`src/rtl/scmp_bus_ctl_pkg.sv`:
```
// Shared types for the SC/MP external bus controller: cycle states, ADS flag
// bit positions and the helper that builds the byte driven on D during ADS.
package scmp_bus_ctl_pkg;

  typedef enum logic [2:0] {IDLE, REQ, ADDR, DATA, DONE} BUS_ST_t;

  // Positions of the {H,D,I,R} cycle flags in cpu_flags and in D[7:4] at ADS
  localparam int BUS_FLAG_IX_H = 3;
  localparam int BUS_FLAG_IX_D = 2;
  localparam int BUS_FLAG_IX_I = 1;
  localparam int BUS_FLAG_IX_R = 0;

  function automatic logic [7:0] ads_byte(input logic [3:0] flags, input logic [3:0] a_hi);
    return {flags, a_hi};
  endfunction

endpackage

```
`src/rtl/scmp_bus_ctl_if.sv`:
```
// Core-side request and system-bus pin bundle. The slave modport is the
// controller's view; the master modport is the core/pin environment's view.
interface scmp_bus_ctl_if;
  logic        cpu_req;
  logic        cpu_wr;
  logic [15:0] cpu_addr;
  logic [3:0]  cpu_flags;
  logic [7:0]  cpu_wdata;
  logic [7:0]  cpu_rdata;
  logic        cpu_ack;
  logic        cpu_err;
  logic        breq_o;
  logic        enin;
  logic        enout;
  logic        hold;
  logic [11:0] addr;
  logic [7:0]  D_i;
  logic [7:0]  D_o;
  logic        D_oe;
  logic        ADS_n;
  logic        RD_n;
  logic        WR_n;

  modport slave (
    input  cpu_req, cpu_wr, cpu_addr, cpu_flags, cpu_wdata, enin, hold, D_i,
    output cpu_rdata, cpu_ack, cpu_err, breq_o, enout, addr, D_o, D_oe, ADS_n, RD_n, WR_n
  );

  modport master (
    output cpu_req, cpu_wr, cpu_addr, cpu_flags, cpu_wdata, enin, hold, D_i,
    input  cpu_rdata, cpu_ack, cpu_err, breq_o, enout, addr, D_o, D_oe, ADS_n, RD_n, WR_n
  );
endinterface

```
`src/rtl/scmp_bus_wait_cnt.sv`:
```
// Data-strobe length counter plus, with SCMP_BUS_TIMEOUT_EN, a counter of
// HOLD-extended cycles that flags a timeout once TIMEOUT extensions have run.
module scmp_bus_wait_cnt #(
  parameter int DATA_CYCLES = 2,
  parameter int TIMEOUT     = 255
) (
  input  logic clk,
  input  logic rst_n,
  input  logic i_load,
  input  logic i_dec,
  input  logic i_ext,
  output logic o_last,
  output logic o_timeout
);
  localparam int CW = (DATA_CYCLES > 1) ? $clog2(DATA_CYCLES) : 1;

  logic [CW-1:0] r_cnt;

  always_ff @(posedge clk) begin
    if (!rst_n)                    r_cnt <= '0;
    else if (i_load)               r_cnt <= CW'(DATA_CYCLES - 1);
    else if (i_dec && r_cnt != '0) r_cnt <= r_cnt - 1'b1;
  end

  assign o_last = (r_cnt == '0);

`ifdef SCMP_BUS_TIMEOUT_EN
  localparam int TW = $clog2(TIMEOUT + 1);

  logic [TW-1:0] r_tcnt;

  always_ff @(posedge clk) begin
    if (!rst_n)      r_tcnt <= '0;
    else if (i_load) r_tcnt <= '0;
    else if (i_ext)  r_tcnt <= r_tcnt + 1'b1;
  end

  assign o_timeout = (r_tcnt == TW'(TIMEOUT));
`else
  logic [31:0] w_unused;
  assign w_unused  = {31'(TIMEOUT), i_ext};
  assign o_timeout = 1'b0;
`endif

endmodule

```
`src/rtl/scmp_bus_ctl.sv`:
```
// SC/MP external bus cycle controller: BREQ/ENIN arbitration, ADS/RD/WR strobes
// and HOLD wait states. Optional HOLD timeout abort under SCMP_BUS_TIMEOUT_EN.
module scmp_bus_ctl
  import scmp_bus_ctl_pkg::*;
#(
  parameter int DATA_CYCLES = 2,
  parameter int TIMEOUT     = 255
) (
  input  logic           clk,
  input  logic           rst_n,
  scmp_bus_ctl_if.slave  bus
);
  BUS_ST_t     r_state, w_nxt;
  logic        r_wr;
  logic [15:0] r_addr;
  logic [3:0]  r_flags;
  logic [7:0]  r_wdata;

  logic        r_ads_n, r_rd_n, r_wr_n, r_breq, r_doe, r_ack, r_err;
  logic        w_ads_n, w_rd_n, w_wr_n, w_breq, w_doe, w_ack, w_err;
  logic [11:0] r_pin_addr, w_pin_addr;
  logic [7:0]  r_do, w_do, r_rdata, w_rdata;
  logic        w_latch, w_last, w_tmo;

  scmp_bus_wait_cnt #(.DATA_CYCLES(DATA_CYCLES), .TIMEOUT(TIMEOUT)) u_wait (
    .clk       (clk),
    .rst_n     (rst_n),
    .i_load    (r_state == ADDR),
    .i_dec     (r_state == DATA),
    .i_ext     ((r_state == DATA) && w_last && bus.hold),
    .o_last    (w_last),
    .o_timeout (w_tmo)
  );

  // Payload is taken only when a new cycle is accepted, from IDLE or as a retained-bus restart
  assign w_latch = (r_state == IDLE && bus.cpu_req) ||
                   (r_state == DONE && bus.cpu_req && bus.enin);

  // Outputs are computed for the next state and registered, so pins line up with r_state
  always_comb begin
    w_nxt      = r_state;
    w_ads_n    = 1'b1;
    w_rd_n     = 1'b1;
    w_wr_n     = 1'b1;
    w_doe      = 1'b0;
    w_do       = r_do;
    w_pin_addr = r_pin_addr;
    w_breq     = r_breq;
    w_ack      = 1'b0;
    w_err      = 1'b0;
    w_rdata    = r_rdata;
    unique case (r_state)
      IDLE: if (bus.cpu_req) begin
        w_nxt  = REQ;
        w_breq = 1'b1;
      end
      REQ: if (bus.enin) begin
        w_nxt      = ADDR;
        w_ads_n    = 1'b0;
        w_pin_addr = r_addr[11:0];
        w_do       = ads_byte(r_flags, r_addr[15:12]);
        w_doe      = 1'b1;
      end
      ADDR: begin
        w_nxt  = DATA;
        w_rd_n = r_wr;
        w_wr_n = !r_wr;
        if (r_wr) begin
          w_do  = r_wdata;
          w_doe = 1'b1;
        end
      end
      DATA: begin
        if (w_last && !bus.hold) begin
          w_nxt   = DONE;
          w_ack   = 1'b1;
          w_rdata = r_wr ? r_rdata : bus.D_i;
        end else if (w_last && w_tmo) begin
          w_nxt   = DONE;
          w_ack   = 1'b1;
          w_err   = 1'b1;
          w_rdata = r_wr ? r_rdata : 8'hFF;
        end else begin
          w_rd_n = r_wr;
          w_wr_n = !r_wr;
          if (r_wr) begin
            w_do  = r_wdata;
            w_doe = 1'b1;
          end
        end
      end
      DONE: if (bus.cpu_req && bus.enin) begin
        w_nxt      = ADDR;
        w_ads_n    = 1'b0;
        w_pin_addr = bus.cpu_addr[11:0];
        w_do       = ads_byte(bus.cpu_flags, bus.cpu_addr[15:12]);
        w_doe      = 1'b1;
      end else begin
        w_nxt  = IDLE;
        w_breq = 1'b0;
      end
      default: w_nxt = IDLE;
    endcase
  end

  always_ff @(posedge clk) begin
    if (!rst_n) begin
      r_state    <= IDLE;
      r_wr       <= 1'b0;
      r_addr     <= '0;
      r_flags    <= '0;
      r_wdata    <= '0;
      r_ads_n    <= 1'b1;
      r_rd_n     <= 1'b1;
      r_wr_n     <= 1'b1;
      r_breq     <= 1'b0;
      r_doe      <= 1'b0;
      r_do       <= '0;
      r_pin_addr <= '0;
      r_rdata    <= '0;
      r_ack      <= 1'b0;
      r_err      <= 1'b0;
    end else begin
      r_state    <= w_nxt;
      r_ads_n    <= w_ads_n;
      r_rd_n     <= w_rd_n;
      r_wr_n     <= w_wr_n;
      r_breq     <= w_breq;
      r_doe      <= w_doe;
      r_do       <= w_do;
      r_pin_addr <= w_pin_addr;
      r_rdata    <= w_rdata;
      r_ack      <= w_ack;
      r_err      <= w_err;
      if (w_latch) begin
        r_wr    <= bus.cpu_wr;
        r_addr  <= bus.cpu_addr;
        r_flags <= bus.cpu_flags;
        r_wdata <= bus.cpu_wdata;
      end
    end
  end

  assign bus.enout     = bus.enin && (r_state == IDLE);
  assign bus.ADS_n     = r_ads_n;
  assign bus.RD_n      = r_rd_n;
  assign bus.WR_n      = r_wr_n;
  assign bus.breq_o    = r_breq;
  assign bus.D_oe      = r_doe;
  assign bus.D_o       = r_do;
  assign bus.addr      = r_pin_addr;
  assign bus.cpu_rdata = r_rdata;
  assign bus.cpu_ack   = r_ack;
  assign bus.cpu_err   = r_err;

endmodule

```
`src/flat_wrapper.sv`:
```
// flat-port wrapper written by rule: the top's interface ports become plain ports
module scmp_bus_ctl_flat import scmp_bus_ctl_pkg::*;
#(
  parameter int DATA_CYCLES = 2,
  parameter int TIMEOUT     = 255
)
  (clk, rst_n, bus_cpu_req, bus_cpu_wr, bus_cpu_addr, bus_cpu_flags, bus_cpu_wdata, bus_enin, bus_hold, bus_D_i, bus_cpu_rdata, bus_cpu_ack, bus_cpu_err, bus_breq_o, bus_enout, bus_addr, bus_D_o, bus_D_oe, bus_ADS_n, bus_RD_n, bus_WR_n);
  scmp_bus_ctl_if bus_i ();
  input  logic clk;
  input  logic rst_n;
  input wire logic [$bits(bus_i.cpu_req)-1:0] bus_cpu_req;
  input wire logic [$bits(bus_i.cpu_wr)-1:0] bus_cpu_wr;
  input wire logic [$bits(bus_i.cpu_addr)-1:0] bus_cpu_addr;
  input wire logic [$bits(bus_i.cpu_flags)-1:0] bus_cpu_flags;
  input wire logic [$bits(bus_i.cpu_wdata)-1:0] bus_cpu_wdata;
  input wire logic [$bits(bus_i.enin)-1:0] bus_enin;
  input wire logic [$bits(bus_i.hold)-1:0] bus_hold;
  input wire logic [$bits(bus_i.D_i)-1:0] bus_D_i;
  output wire logic [$bits(bus_i.cpu_rdata)-1:0] bus_cpu_rdata;
  output wire logic [$bits(bus_i.cpu_ack)-1:0] bus_cpu_ack;
  output wire logic [$bits(bus_i.cpu_err)-1:0] bus_cpu_err;
  output wire logic [$bits(bus_i.breq_o)-1:0] bus_breq_o;
  output wire logic [$bits(bus_i.enout)-1:0] bus_enout;
  output wire logic [$bits(bus_i.addr)-1:0] bus_addr;
  output wire logic [$bits(bus_i.D_o)-1:0] bus_D_o;
  output wire logic [$bits(bus_i.D_oe)-1:0] bus_D_oe;
  output wire logic [$bits(bus_i.ADS_n)-1:0] bus_ADS_n;
  output wire logic [$bits(bus_i.RD_n)-1:0] bus_RD_n;
  output wire logic [$bits(bus_i.WR_n)-1:0] bus_WR_n;
  assign bus_i.cpu_req = bus_cpu_req;
  assign bus_i.cpu_wr = bus_cpu_wr;
  assign bus_i.cpu_addr = bus_cpu_addr;
  assign bus_i.cpu_flags = bus_cpu_flags;
  assign bus_i.cpu_wdata = bus_cpu_wdata;
  assign bus_i.enin = bus_enin;
  assign bus_i.hold = bus_hold;
  assign bus_i.D_i = bus_D_i;
  assign bus_cpu_rdata = bus_i.cpu_rdata;
  assign bus_cpu_ack = bus_i.cpu_ack;
  assign bus_cpu_err = bus_i.cpu_err;
  assign bus_breq_o = bus_i.breq_o;
  assign bus_enout = bus_i.enout;
  assign bus_addr = bus_i.addr;
  assign bus_D_o = bus_i.D_o;
  assign bus_D_oe = bus_i.D_oe;
  assign bus_ADS_n = bus_i.ADS_n;
  assign bus_RD_n = bus_i.RD_n;
  assign bus_WR_n = bus_i.WR_n;
  scmp_bus_ctl #(.DATA_CYCLES(DATA_CYCLES), .TIMEOUT(TIMEOUT)) u_core (.clk(clk), .rst_n(rst_n), .bus(bus_i));
endmodule
```
`config.mk`:
```
export PLATFORM = sky130hd
export DESIGN_NAME = scmp_bus_ctl_flat
export DESIGN_NICKNAME = d
export VERILOG_FILES = /design/src/rtl/scmp_bus_ctl_pkg.sv /design/src/rtl/scmp_bus_ctl_if.sv /design/src/rtl/scmp_bus_wait_cnt.sv /design/src/rtl/scmp_bus_ctl.sv /design/src/flat_wrapper.sv
export SDC_FILE = /design/constraint.sdc
export NUM_CORES = 1
export LEC_CHECK = 0
export BUFFER_PORTS_ARGS = -buffer_cell sky130_fd_sc_hd__buf_4
export CORE_MARGIN = 2
export CORE_UTILIZATION = 55
export DETAILED_ROUTE_END_ITERATION = 7
export PLACE_DENSITY = 0.82
export SLEW_MARGIN = 20
export SYNTH_ARGS = -nofsm -noshare
export SYNTH_HDL_FRONTEND = slang
export SYNTH_HIERARCHICAL = 1
export SYNTH_SLANG_ARGS = --single-unit
```
`constraint.sdc`:
```
create_clock -name clk -period 3.4 [get_ports clk]
set_clock_uncertainty 0.15 [all_clocks]
set_input_delay 0.34 -clock clk [delete_from_list [all_inputs] [get_ports clk]]
set_output_delay 0.34 -clock clk [all_outputs]
set_load 0.02 [all_outputs]
```
==> key figures, run 1 <==
Layout
  – Diodes inserted: 0
  – Commonest cells after routing, fill and taps aside: 108 x nand2_1, 81 x buf_4, 68 x dfxtp_1
  – Final non-filler cell total: ~500
  – Commonest non-fill, non-tap cell in the layout: nand2_1
  – Layout overhead on the synthesized area: 24.27%
  – Layout fillers: between 400 and 500
  – Layout cell share with drive strength beyond 1: approximately a quarter
  – Nets: approximately 460

Die
  – Core Rows: 27
  – Die Ht: between 70 and 80 microns
  – Ports: 78
  – Full die area: ~6300 sq um
  – Die W: 79.19 microns
  – Core Box Area: 5473 sq um
  – Starting density of the core: between 50 and 60%

CTS
  – CTS Buffer Depth: 2
  – Post CTS Setup Buffer Count: 0
  – Hold buffers post-CTS: 0
  – Clk Latency, worst-skew pair: around 0.34 ns
  – Post-cts resize count: 0
  – Num CTS Buffers: 9
  – CTS tree: yes
  – Worst-path clk slew: 0.07 ns
  – # clock sinks: 68
  – Root Driver: clkbuf_8
  – CTS H-tree lvls: 3

Worst setup path
  – Arr. time, crit path: about 2.8 ns
  – Worst setup path category: flip-flop to flip-flop
  – Crit end category: flip-flop
  – Slowest cell delay on critical path: just over 0.7 ns
  – Crit path max-delay family: simple AND/OR/NAND/NOR gates
  – Worst endpoint required time: approximately 3.5 ns
  – CP Launch Type: flip-flop
  – CP bufs+invs: 1
  – Worst R2R Start: u_core/r_state[1]
  – Critical path's slowest cell: nor2_1
  – Maximum fanout along the worst path: 19
  – Worst-path cell chain: nor2_1 > and3_1 > buf_4 > nand2_1 > a21boi_1
  – Critical path origin: u_core/r_state[1]

Worst hold path
  – Hold_sp: bus_cpu_wdata[0]
  – Tightest Hold Check Type: input port to flip-flop

Drt
  – Drt drc: 0
  – Detail Route Antenna Nets: 0
  – Iter 0 DRT Violations: 170
  – TritonRoute pass-1 iters: 4
  – Vias per cell: about 5.4
  – Total Wirelength: about 7000 microns
  – Routed len/inst: approximately 14 microns
  – Total vias in the final route: about 2700

Power and ir drop
  – Power Density: about 500 nW/um^2
  – Maximum vdd drop: approximately 0.35 mV
  – P_leak: 1.833 nW

Global routing
  – GRT overflow: 0
  – Total Routing Usage GR: roughly 23%
  – Largest net degree at the start of global routing: 75
  – Vias in the first global route: 2474
  – First-pass GRT wire length: around 11000 microns
  – Initial antenna violation count: 0

Placed design
  – I/O Buffers: 77
  – HPWL after detailed placement: about 4700 microns
  – Placed Cells: between 400 and 500
  – Gpl congestion: approximately 0.77

Yosys
  – Mapped Area: 3109 sq um
  – Syn Area/Cell: roughly 8.7 sq um
  – Cells after Synth: roughly 360
  – Synthesized Nets: roughly 400
  – Ys Warns: 6

Timing
  – F_max: 376.8 MHz
  – Final-report hold violation count: 0
  – Period utilisation layout: between 70% and 80%
  – Worst slew margin: between 30% and 40%
  – Fin crit period: about 2.7 ns
  – Max-slew violations: 0
  – RSZ-0062 raised after global routing: no
  – Worst Tran Pin Value: between 0.9 and 1 ns
  – Final TNS setup: 0 ns
  – Final setup fails: 0

Job
  – Max Cap Violations: 0

Run status
  – Status: finished clean
-- registers in the layout (all words and copies together) (netlist names), 3 cells and up --
| name | cells |
|---|---|
| u_core/bus.D_o | 8 |
| u_core/r_state | 3 |
| u_core/bus.cpu_rdata | 8 |
| u_core/bus.addr | 12 |
| u_core/r_addr | 16 |
| u_core/r_wdata | 8 |
| u_core/r_flags | 4 |
-- routing by layer --
metal  global-route usage (%)  share of wire (%)  vias up
met5                        0                  0        -
met4                    9.655                1.3        0
met3                    4.773                5.5       10
met2                    37.20                 48       84
met1                    30.08                 45     1271
li1                         -                  -     1341
-- area by class of cell --
cell class,count,area (sq um),area share (%)
clock buffer,15,166.4,4.307
clock inverter,1,30.03,0.7772
inverter,4,15.01,0.3886
multi-input combinational,257,1593,41.22
sequential,68,1361,35.23
tap,72,90.09,2.332
timing repair buffer,81,608.1,15.74
-- stage by stage --
stage,setup WS (ns),area (sq um),hold WS (ns),utilization (%),power (W)
after floorplan,1.476,3109,0.2816,-,0.001132
after global placement,0.8626,3667,0.2904,67.01,0.001238
after detailed placement,0.7875,3667,0.3026,67.01,0.001248
after CTS,0.7818,3864,0.08990,70.60,0.001907
after global routing,0.6014,3864,0.09757,70.60,0.001982
final,0.7463,3864,0.09836,70.60,0.001896
-- tightest hold or removal path: stages --
cell	delay, ns
buf_4	0.11
nand2_1	0.04
a21boi_1	0.05
-- path summary, 6_finish.rpt --
path / endpoint / slack (ns) / depth (start not counted)
min reg2reg: u_core/r_addr[2] / 0.31 / 2
max reg2reg: u_core/r_addr[0] / 0.75 / 5
min: u_core/r_wdata[0] / 0.1 / 3
max: u_core/r_addr[0] / 0.75 / 5
-- power by group --
group          internal, W  switching (W)
sequential        0.000851      0.0000445
combinational     0.000151       0.000187
clock             0.000381       0.000283
(Power assumes the default switching activity.)
==> run 2, diff against run 1 <==
- CORE_UTILIZATION: 55 -> 53
- PLACE_DENSITY: 0.82 -> 0.8
- clock period: 3.4 -> 2.75 ns (I/O delays scaled with it)
==> run 2 against run 1 <==
Cell area grew 0.36%. Largest power group unchanged. Via count shrank 1.1%. Die area grew 3.6%. First-iteration DRC count shrank 40%. Total power grew 20%. Hold slack lost 0.061 ns. Critical path depth shrank 1. Sequential share of layout area shrank 0.13 points.
==> key figures, run 2 (synthesis gave the netlist of run 1 again) <==
Power and ir drop
  – Gate power share: 19.0%
  – Switch share: 28.70%
  – Psw: around 0.00065 W
  – Int Power: about 0.0016 W
  – Clk pwr share: around 33%
  – Sequential share of power: approximately 48%
  – P_leak: between 1.5 and 2 nW
  – Power Density: around 590 nW/um^2
  – Maximum vdd drop: about 0.38 mV

Drt
  – Iter 0 DRT Violations: roughly 100
  – Drt drc: 0
  – Routed len/inst: ~14 microns
  – Vias per cell: 5.333
  – Total Wirelength: about 7000 microns
  – TritonRoute pass-1 iters: 4
  – Detail Route Antenna Nets: 0
  – Total vias in the final route: ~2700

Worst setup path
  – Critical path's slowest cell: dfxtp_1
  – Reg2Reg Depth: 5
  – Crit path max-delay family: flip-flops
  – Worst-path cell chain: buf_4 > or2_1 > nor3b_1 > buf_4
  – CP most frequent cell: buf_4
  – CP Launch Type: flip-flop
  – Slowest cell delay on critical path: around 0.60 ns
  – CP bufs+invs: 2
  – Worst endpoint required time: between 2 and 2.5 ns
  – R2R Setup Slk: 0.69 ns
  – Arr. time, crit path: between 1.5 and 2 ns
  – Crit end category: primary output
  – Worst R2R Start: u_core/r_state[0]
  – Reg-to-reg endpoint: u_core/r_addr[7]
  – Maximum fanout along the worst path: 11
  – Worst setup path category: flip-flop to primary output

Timing
  – Worst Tran Pin Value: around 0.77 ns
  – Fin crit period: approximately 2.3 ns
  – Final setup fails: 0
  – Worst slew margin: roughly half
  – Final-report hold violation count: 0
  – Final TNS setup: 0 ns
  – Period utilisation layout: approximately 85%
  – F_max: around 430 MHz
  – RSZ-0062 raised after global routing: no
  – Max-slew violations: 0

Worst hold path
  – Hold Crit Endpoint: u_core/r_wdata[6]
  – Tightest Hold Check Type: input port to flip-flop
  – Hold_sp: bus_cpu_wdata[6]
  – Hold path depth: 3

Layout
  – Layout overhead on the synthesized area: 24.71%
  – Max FFs per register: 16
  – Commonest cells after routing, fill and taps aside: 108 x nand2_1, 85 x buf_4, 68 x dfxtp_1
  – Multi-input gate area: around 1600 sq um
  – Diodes inserted: 0
  – Commonest non-fill, non-tap cell in the layout: nand2_1
  – FF/Latch Area: ~1400 sq um
  – Largest Register: u_core/r_addr
  – Layout fillers: approximately 500
  – Design Area, Final: 3877 sq um
  – Nets: between 400 and 500
  – Final non-filler cell total: approximately 500
  – Layout cell share with drive strength beyond 1: about 25%

CTS
  – CTS tree: yes
  – Post CTS Setup Buffer Count: 0
  – CTS H-tree lvls: 3
  – Root Driver: clkbuf_8
  – # clock sinks: 68
  – Worst-path clk slew: ~0.07 ns
  – Num CTS Buffers: 9
  – Post-cts resize count: 0
  – Hold buffers post-CTS: 0
  – CTS Buffer Depth: 2
  – Clk Latency, worst-skew pair: 0.33 ns

Die
  – Die Ht: between 80 and 90 microns
  – Core Rows: 27
  – Full die area: approximately 6500 sq um
  – Die W: 80.59 microns
  – Ports: 78
  – Starting density of the core: a little under three fifths
  – Core Box Area: 5574 sq um

Placed design
  – HPWL after detailed placement: around 4800 microns
  – Gpl congestion: 0.8239
  – Post-Place Cell Area: around 3700 sq um
  – I/O Buffers: 77
  – Placed Cells: 486

Job
  – Max Cap Violations: 0

Global routing
  – GRT overflow: 0
  – Total Routing Usage GR: between 20% and 30%
  – Largest net degree at the start of global routing: 75
  – First-pass GRT wire length: around 11000 microns
  – Initial antenna violation count: 0
  – Vias in the first global route: ~2500

Run status
  – Status: finished clean
==> run 2: cell types whose count changed in the layout (fill, tap and decap cells not counted), sizes merged <==
cell,previous run,this run
clkinv,0,2
bufinv,1,0
buf,81,85
clkinvlp,0,1
clkbuf,15,13
==> run 2: metal layers <==
metal  track usage, %  vias up  share of wire [%]
met5                0        -                  0
met4            9.492        0                1.3
met2            37.58       68                 48
met1            26.54     1251                 44
li1                 -     1348                  -
met3            6.517       10                6.3
==> run 2: area by class of cell <==
type | instances | area share [%]
clock buffer | 13 | 4.098
clock inverter | 3 | 0.5486
inverter | 4 | 0.3872
multi-input combinational | 257 | 41.08
sequential | 68 | 35.11
tap | 72 | 2.323
timing repair buffer | 85 | 16.46
==> run 2: per-stage QoR <==
| step | hold WS [ns] | total power, W | setup WS [ns] | util (%) |
|---|---|---|---|---|
| finish | 0.03770 | 0.002276 | 0.4175 | 69.56 |
| global route | 0.02920 | 0.002389 | 0.3553 | 69.56 |
| detailed placement | 0.2981 | 0.001553 | 0.7345 | 66.33 |
| global placement | 0.2900 | 0.001540 | 0.8162 | 66.33 |
| floorplan | 0.2425 | 0.001400 | 0.8909 | - |
| CTS | 0.02804 | 0.002293 | 0.4378 | 69.56 |
==> run 2: worst max-delay path by stage <==
stage / to / slack [ns] / cells past startpoint / startpoint
finish: bus_enout / 0.42 / 4 / u_core/r_state[1]
global route: bus_enout / 0.36 / 4 / u_core/r_state[1]
CTS: bus_enout / 0.44 / 4 / u_core/r_state[1]
detailed placement: u_core/r_addr[7] / 0.73 / 6 / u_core/r_state[0]
global placement: u_core/bus.cpu_rdata[6] / 0.82 / 4 / u_core/r_state[1]
floorplan: bus_enout / 0.89 / 4 / u_core/r_state[0]
==> run 2: worst min-delay path: cells and delay by family <==
family          cells  cell delay, ns
buf+inv             1            0.11
compound gates      1            0.05
simple gates        1            0.04
==> run 2: power by group through the flow <==
| stage | clock network [W] | registers (W) | logic (W) |
|---|---|---|---|
| after CTS | 0.000762 | 0.00110 | 0.000432 |
| after global placement | 0 | 0.00112 | 0.000422 |
| after global routing | 0.000806 | 0.00111 | 0.000473 |
| final | 0.000744 | 0.00110 | 0.000432 |
| after floorplan | 0 | 0.00114 | 0.000262 |
| after detailed placement | 0 | 0.00112 | 0.000431 |
